## src/rtl/seq_multiplier.sv

```systemverilog
// rtl/seq_multiplier.sv - iterative unsigned shift-add multiplier built on a recursive halving adder
// One bits-wide add per cycle; full 2*bits product after exactly bits steps.

module simple_adder #(
    parameter int bits = 32
) (
    input  logic [bits-1:0] a,
    input  logic [bits-1:0] b,
    input  logic            cin,
    output logic [bits-1:0] sum,
    output logic            cout
);
    if (bits == 1) begin : g_leaf
        assign sum  = a ^ b ^ cin;
        assign cout = (a[0] & b[0]) | (a[0] & cin) | (b[0] & cin);
    end else begin : g_split
        localparam int lo_bits = bits / 2;
        localparam int hi_bits = bits - lo_bits;
        logic c_mid;

        simple_adder #(.bits(lo_bits)) u_lo (
            .a    (a[lo_bits-1:0]),
            .b    (b[lo_bits-1:0]),
            .cin  (cin),
            .sum  (sum[lo_bits-1:0]),
            .cout (c_mid)
        );

        simple_adder #(.bits(hi_bits)) u_hi (
            .a    (a[bits-1:lo_bits]),
            .b    (b[bits-1:lo_bits]),
            .cin  (c_mid),
            .sum  (sum[bits-1:lo_bits]),
            .cout (cout)
        );
    end
endmodule

module seq_multiplier #(
    parameter int bits = 32
) (
    input  logic              clk,
    input  logic              rst,
    input  logic              in_valid,
    output logic              in_ready,
    input  logic [bits-1:0]   a,
    input  logic [bits-1:0]   b,
    output logic              out_valid,
    input  logic              out_ready,
    output logic [2*bits-1:0] product
);
    localparam int cw = $clog2(bits) + 1;
    localparam logic [cw-1:0] last_step = cw'(bits - 1);

    if (bits < 2 || (bits & (bits - 1)) != 0) begin : g_bad_bits
        $error("seq_multiplier: bits must be a power of two >= 2");
    end

    typedef enum logic [1:0] {
        IDLE,
        BUSY,
        DONE
    } state_t;

    state_t          state;
    logic [bits-1:0] mcand;
    logic [bits-1:0] acc_hi;
    logic [bits-1:0] acc_lo;
    logic [cw-1:0]   count;

    logic [bits-1:0] addend;
    logic [bits-1:0] sum;
    logic            cout;

    assign addend = acc_lo[0] ? mcand : '0;

    simple_adder #(.bits(bits)) u_adder (
        .a    (acc_hi),
        .b    (addend),
        .cin  (1'b0),
        .sum  (sum),
        .cout (cout)
    );

    // acc_lo starts as the multiplier and is consumed LSB-first as product bits shift in
    assign product = {acc_hi, acc_lo};

    always_ff @(posedge clk or posedge rst) begin
        if (rst) begin
            state     <= IDLE;
            in_ready  <= 1'b1;
            out_valid <= 1'b0;
            mcand     <= '0;
            acc_hi    <= '0;
            acc_lo    <= '0;
            count     <= '0;
        end else begin
            case (state)
                IDLE: begin
                    if (in_valid && in_ready) begin
                        mcand    <= a;
                        acc_lo   <= b;
                        acc_hi   <= '0;
                        count    <= '0;
                        in_ready <= 1'b0;
                        state    <= BUSY;
                    end
                end
                BUSY: begin
                    {acc_hi, acc_lo} <= {cout, sum, acc_lo[bits-1:1]};
                    count            <= count + cw'(1);
                    if (count == last_step) begin
                        out_valid <= 1'b1;
                        state     <= DONE;
                    end
                end
                DONE: begin
                    if (out_valid && out_ready) begin
                        out_valid <= 1'b0;
                        in_ready  <= 1'b1;
                        state     <= IDLE;
                    end
                end
                default: begin
                    state     <= IDLE;
                    in_ready  <= 1'b1;
                    out_valid <= 1'b0;
                end
            endcase
        end
    end
endmodule

```

## config.mk

```make
export PLATFORM = sky130hd
export DESIGN_NAME = seq_multiplier
export DESIGN_NICKNAME = d
export VERILOG_FILES = /design/src/rtl/seq_multiplier.sv
export SDC_FILE = /design/constraint.sdc
export NUM_CORES = 1
export LEC_CHECK = 0
export CAP_MARGIN = 30
export CORE_ASPECT_RATIO = 0.5
export CORE_MARGIN = 2
export CORE_UTILIZATION = 39
export DETAILED_ROUTE_END_ITERATION = 10
export PLACE_DENSITY = 0.66
export SLEW_MARGIN = 20
export SYNTH_ARGS = -nofsm -noshare
export SYNTH_HDL_FRONTEND = slang
export SYNTH_HIERARCHICAL = 1
export SYNTH_SLANG_ARGS = --single-unit
```

## constraint.sdc

```tcl
create_clock -name clk -period 15.87 [get_ports clk]
set_clock_uncertainty 0.2 [all_clocks]
set_input_delay 3.174 -clock clk [delete_from_list [all_inputs] [get_ports clk]]
set_output_delay 3.174 -clock clk [all_outputs]
set_load 0.02 [all_outputs]
```

==> metrics.csv, run 1 <==
stage,metric,value,unit
status,status,finished clean,
setup_path,crit path from,acc_lo[0],
floorplan,Die Y,85.5,um
synthesis,post-synth top area share,50.7,%
layout,ANT cells,0,
synthesis,"Seq/Total Area, Yosys",51.2,%
synthesis,Mapped Area,5180,sq um
floorplan,die width,167,um
setup_path,largest delay contributor family on the critical path,adder cells,
grt,initial antenna violation count,0,
sta,RSZ-0062 raised after global routing,no,
cts,CTS sink cnt,106,
floorplan,Core Box Area,12800,sq um
synthesis,synthesized net count,635,
setup_path,crit start category,flop,
layout,Area Overhead vs Synth,33.8,%
sta,max_slew headroom,44.2,%
setup_path,Crit Path Class,reg2reg,
sta,Pins Over Slew Limit,0,
layout,layout cell share with drive strength beyond 1,4.44,%
grt,grt total ovfl,0,
hold_path,worst min path class,reg2reg,
synthesis,Post-Synthesis Cells,534,
placed_design,RD Place Congestion,0.804,
synthesis,"Distinct cells, synth",33,
setup_path,Critical Path Max Stage Delay,0.49,ns
setup_path,slowest CP cell,fa_1,
cts,CTS Buf Count,9,
sta,Least-Margin Pin Slew,0.837,ns
setup_path,Worst R2R Setup Slack,2.20,ns
cts,Clock transition at path regs,0.07,ns
placed_design,port buffer count,133,
power,PwrDens,160,nW/um^2
route,WL/cell,15.1,um
synthesis,Yosys warning count,6,
cts,CTS tree,yes,
setup_path,CP Max Fanout,2,
setup_path,Worst setup EP type,flop,
cts,clk root buf,clkbuf_16,
power,Max IR drop VDD,0.0755,mV
setup_path,crit path DAT,13.74,ns
route,drt drc,0,
grt,vias in the first global route,4058,
grt,largest net degree at the start of global routing,79,
sta,sum of negative setup slack,0,ns
layout,Multi-input gate area,2350,sq um
route,Initial DRC Count,325,
synthesis,Yosys reg bits,106,
route,via density per instance,4.96,
cts,CTS H-tree depth,3,
route,total wire length,12.4,mm
setup_path,Worst Path Required,15.94,ns
setup_path,"most used cell, CP",fa_1,
cts,clock latency on the worst-skew pair,0.34,ns
grt,global-route wire length before repair,20.6,mm
placed_design,DP Wirelength,8.32,mm
hold_path,critical hold path startpoint,mcand[8],
synthesis,"area leader, netlist",dfrtp_1,
setup_path,worst path bufs/invs,0,
setup_path,reg-to-reg startpoint,acc_lo[0],
route,antenna-violating nets left,0,
power,Lkg Pwr,3.30,nW
cts,post-cts sizing count,0,
cts,CTS Buffer Depth,2,
floorplan,Die ar.,14300,sq um
layout,Fillers,1170,
sta,Final Cycle Share,86.1,%
sta,fin crit period,13.67,ns
synthesis,Avg Synthesized Cell Area,9.70,sq um
route,TritonRoute pass-1 iters,5,
floorplan,I/O Pins,134,
power,total power,1.11,mW
layout,Reg area,2650,sq um
grt,Total GRT Usage,18.0,%
sta,final setup vio count,0,
flow_run,MaxCap Viol Count,0,
route,Vias,4086,
sta,Fmax,0.0732,GHz
cts,hold bufs inserted after CTS,0,
sta,Fin. Hold Viols,0,
layout,Nets,749,
synthesis,dominant cells by area after synthesis,"dfrtp_1 (51%), nand2_1 (13%), fa_1 (12%)",
floorplan,cell row count,29,
cts,Post-CTS Setup Inserts,0,
floorplan,Initial Util,40.5,%
[area by class of cell]
class	instances	area share (%)
clock buffers	12	3.70
clock inverters	4	0.704
inverters	2	0.144
multi-input cells	389	33.9
flip-flops and latches	106	38.3
well taps	170	3.07
repair buffers	140	20.2
[metrics by stage]
step / cells / hold slack [ns] / utilization, % / instance area [sq um] / setup slack [ns]
2_1_floorplan: 534 / 0.237 / - / 5180 / 2.57
3_3_place_gp: 806 / 0.252 / 51.5 / 6600 / 2.43
3_5_place_dp: 807 / 0.257 / 51.8 / 6630 / 2.31
4_1_cts: 823 / 0.274 / 54.1 / 6930 / 2.19
5_1_grt: 823 / 0.286 / 54.1 / 6930 / 1.75
6_report: 823 / 0.269 / 54.1 / 6930 / 2.20
[worst min-delay path, delay by kind of cell (launching register included)]
| family | cells | cell delay [ns] |
|---|---|---|
| DFF | 1 | 0.34 |
| and+or+nand+nor | 2 | 0.10 |
[worst paths after layout]
check	to	depth (start not counted)
worst max register to register	acc_hi[30]	35
min in group asynchronous	acc_hi[17]	2
worst min-delay path	mcand[8]	2
worst max-delay path	acc_hi[30]	35
worst min register to register	mcand[8]	2
max in group asynchronous	in_ready	4
[per-layer routing]
metal	track usage (%)	routed length, um	up-vias
met3	4.01	528	7
met4	3.92	77	0
met2	29.8	5970	116
met1	24.7	5830	1995
li1	-	-	1968
met5	0	0	-
[power by group]
| part | switching, mW | leakage (nW) | internal [mW] |
|---|---|---|---|
| clock | 0.0975 | 0.153 | 0.131 |
| combinational | 0.239 | 1.83 | 0.197 |
| sequential | 0.0846 | 1.32 | 0.363 |
| total | 0.421 | 3.30 | 0.691 |
[cells in the final DEF (no fill, tap or decap), types with 24 or more instances in the layout]
| cell type | n |
|---|---|
| fa_1 | 32 |
| dfrtp_1 | 105 |
| nor2_1 | 25 |
| nand2_1 | 176 |
| nor3_1 | 24 |
| and2_1 | 32 |
| nand3_1 | 44 |
| clkdlybuf4s50_1 | 133 |
| o22ai_1 | 24 |
[registers in the layout (all words and copies together) (netlist names)]
signal     flops
in_ready       1
state          2
acc_lo        32
count          6
acc_hi        32
mcand         32
out_valid      1
[cells in the mapped netlist]
cell,count
nand2_1,176
dfrtp_1,105
nand3_1,44
and2_1,32
fa_1,32
buf_2,26
nor2_1,25
nor3_1,24
o22ai_1,24
a22oi_1,9
clkbuf_1,7
o21ai_0,4
a21oi_1,3
buf_6,3
inv_1,2
a211o_1,1
a21o_1,1
and3_1,1
and4bb_1,1
buf_4,1
conb_1,1
dfstp_2,1
ha_1,1
mux2i_1,1
nand2b_1,1
nand4_1,1
nand4bb_1,1
nor2b_1,1
o21ba_2,1
o22a_1,1
o311ai_0,1
o41ai_1,1
or3_1,1
[cell families after synthesis]
kind of cell,after synthesis,share of synthesized area (%)
and+or+nand+nor,308,26.1
DFF,106,51.2
AOI/OAI and AO/OA,46,5.89
buffers and inverters,39,3.96
adders and majority gates,33,12.6
muxes,1,0.193
other,1,0.0724
(Power assumes the default switching activity.)
==> run 2: changes to the inputs <==
GPL_TIMING_DRIVEN = 0   (was not set)
==> metrics.csv, run 2 (synthesis results as in run 1) <==
stage,metric,value,unit,change
hold_path,worst min path class,reg2reg,,
setup_path,Critical Path Max Stage Delay,0.45,ns,-0.04 ns
layout,layout cell share with drive strength beyond 1,7.31,%,+2.9 points
sta,fin crit period,13.81,ns,+0.142 ns
sta,Fin. Hold Viols,0,,unchanged
sta,sum of negative setup slack,0,ns,unchanged
power,Max IR drop VDD,0.0760,mV,+0.69%
power,PwrDens,161,nW/um^2,+0.69%
setup_path,"most used cell, CP",fa_1,,
setup_path,largest delay contributor family on the critical path,adder cells,,
placed_design,dpl ws,2.12,ns,-0.191 ns
layout,Fillers,1178,,+0.68%
cts,CTS Buffer Depth,2,,unchanged
cts,CTS tree,yes,,
placed_design,port buffer count,133,,unchanged
cts,CTS sink cnt,106,,unchanged
layout,Nets,780,,+4.1%
setup_path,slowest CP cell,dfrtp_1,,
sta,final worst slack,2.06,ns,-0.142 ns
placed_design,DP Wirelength,9.11,mm,+9.5%
sta,RSZ-0062 raised after global routing,no,,
cts,CTS H-tree depth,3,,unchanged
route,antenna-violating nets left,0,,unchanged
cts,CTS Buf Count,9,,unchanged
sta,final setup vio count,0,,unchanged
floorplan,Die ar.,14300,sq um,unchanged
cts,clk root buf,clkbuf_16,,
cts,hold bufs inserted after CTS,0,,unchanged
floorplan,die width,167,um,unchanged
floorplan,Core Box Area,12800,sq um,unchanged
layout,"most common cell after layout, fill and taps aside",nand2_1,,
grt,vias in the first global route,4299,,+5.9%
floorplan,cell row count,29,,unchanged
status,status,finished clean,,
setup_path,crit path DAT,13.85,ns,+0.11 ns
route,routed wl met2,5.88,mm,-1.5%
floorplan,Die Y,85.5,um,unchanged
grt,grt total ovfl,0,,unchanged
floorplan,Initial Util,40.5,%,unchanged
layout,ANT cells,0,,unchanged
cts,Clock transition at path regs,0.07,ns,about the same
route,total wire length,12.6,mm,+1.6%
layout,most frequent cells in the layout,"nand2_1 (176), clkdlybuf4s50_1 (133), dfrtp_1 (105)",,
setup_path,Worst setup EP type,flop,,
sta,max_slew headroom,66.1,%,+22 points
cts,post-cts sizing count,0,,unchanged
placed_design,RD Place Congestion,0.758,,-5.8%
power,Lkg Pwr,3.41,nW,+3.2%
route,routed wl met3,486,um,-8.0%
layout,Area Overhead vs Synth,36.7,%,
route,top routing layer in use,met4,,
grt,global-route wire length before repair,21.4,mm,+3.9%
setup_path,Worst Path Required,15.91,ns,-0.03 ns
route,Vias,4161,,+1.8%
grt,initial antenna violation count,0,,unchanged
grt,largest net degree at the start of global routing,79,,unchanged
route,Initial DRC Count,168,,-48%
sta,Fmax,0.0724,GHz,-1.0%
layout,Largest regs,"acc_hi (32), acc_lo (32), mcand (32)",,
setup_path,CP Max Fanout,7,,+5
cts,clock latency on the worst-skew pair,0.35,ns,about the same
flow_run,MaxCap Viol Count,0,,unchanged
setup_path,Crit Path Class,reg2reg,,
route,drt drc,0,,unchanged
sta,Least-Margin Pin Slew,0.508,ns,-0.328 ns
setup_path,worst path bufs/invs,0,,unchanged
route,via density per instance,4.87,,-1.9%
cts,Post-CTS Setup Inserts,0,,unchanged
grt,Total GRT Usage,18.8,%,+0.81 points
route,TritonRoute pass-1 iters,4,,-1
sta,Pins Over Slew Limit,0,,unchanged
floorplan,I/O Pins,134,,unchanged
setup_path,crit start category,flop,,
route,WL/cell,14.7,um,-2.1%
sta,Final Cycle Share,87.0,%,+0.90 points
route,metal1 wirelength,6.10,mm,+4.7%
[run 2: cell types whose count changed in the layout (fill, tap and decap cells not counted), moves of 2 or more]
cell      change
inv_6         +3
buf_4         -5
clkbuf_8      -2
clkbuf_1      +6
buf_2        +26
buf_6         +3
[run 2: worst paths after layout]
path	start	slack (ns)	depth (start not counted)	to
worst max-delay path	acc_lo[0]	2.06	35	acc_hi[30]
worst min-delay path	mcand[17]	0.27	2	mcand[17]
max in group asynchronous	rst	11.82	3	in_ready
worst min register to register	mcand[17]	0.27	2	mcand[17]
min in group asynchronous	rst	2.96	2	mcand[19]
worst max register to register	acc_lo[0]	2.06	35	acc_hi[30]
[run 2: per-stage QoR]
step | utilization (%) | cells | area, sq um | total power, mW | hold slack [ns]
floorplan | - | 534 | 5180 | 0.694 | 0.237
global placement | 52.5 | 837 | 6730 | 0.898 | 0.253
CTS | 55.3 | 854 | 7080 | 1.16 | 0.274
finish | 55.3 | 854 | 7080 | 1.14 | 0.270
global route | 55.3 | 854 | 7080 | 1.23 | 0.300
detailed placement | 52.8 | 838 | 6760 | 0.906 | 0.258
[run 2: cell type report]
class	count	area, sq um	area share [%]
clock inverter	7	100	1.41
inverter	2	12.5	0.177
buffer	37	198	2.79
multi-input combinational	389	2320	32.8
clock buffer	9	225	3.18
tap	170	213	3.00
timing repair buffer	134	1360	19.2
sequential	106	2650	37.5
[run 2: power by group]
group | switching (mW) | internal (mW)
Sequential | 0.0845 | 0.363
Clock | 0.105 | 0.140
Combinational | 0.244 | 0.207
[run 2: layer usage]
metal,vias to the layer above,GRT usage (%)
li1,2033,-
met3,14,3.97
met5,-,0
met1,2036,26.5
met4,0,4.08
met2,78,30.5
[run 2: tightest hold or removal path: stages (launching register included)]
cell and delay (ns):
dfrtp_1 0.34, nand2_1 0.05, nand2_1 0.06
==> run 3: changes to the inputs <==
HOLD_SLACK_MARGIN = 0.03   (was not set)
clock period = 14.4 ns   (was 15.87 ns; I/O delays follow)
==> results of run 3 <==
Same layout as run 2 (identical final DEF). Status: finished clean.
Main changes from that run: setup slack after placement 2.12 ns -> 0.650 ns; setup slack after layout 2.06 ns -> 0.589 ns; register-to-register setup slack 2.06 ns -> 0.59 ns; total power 1.14 mW -> 1.26 mW; worst IR drop on VDD 0.0760 mV -> 0.0838 mV
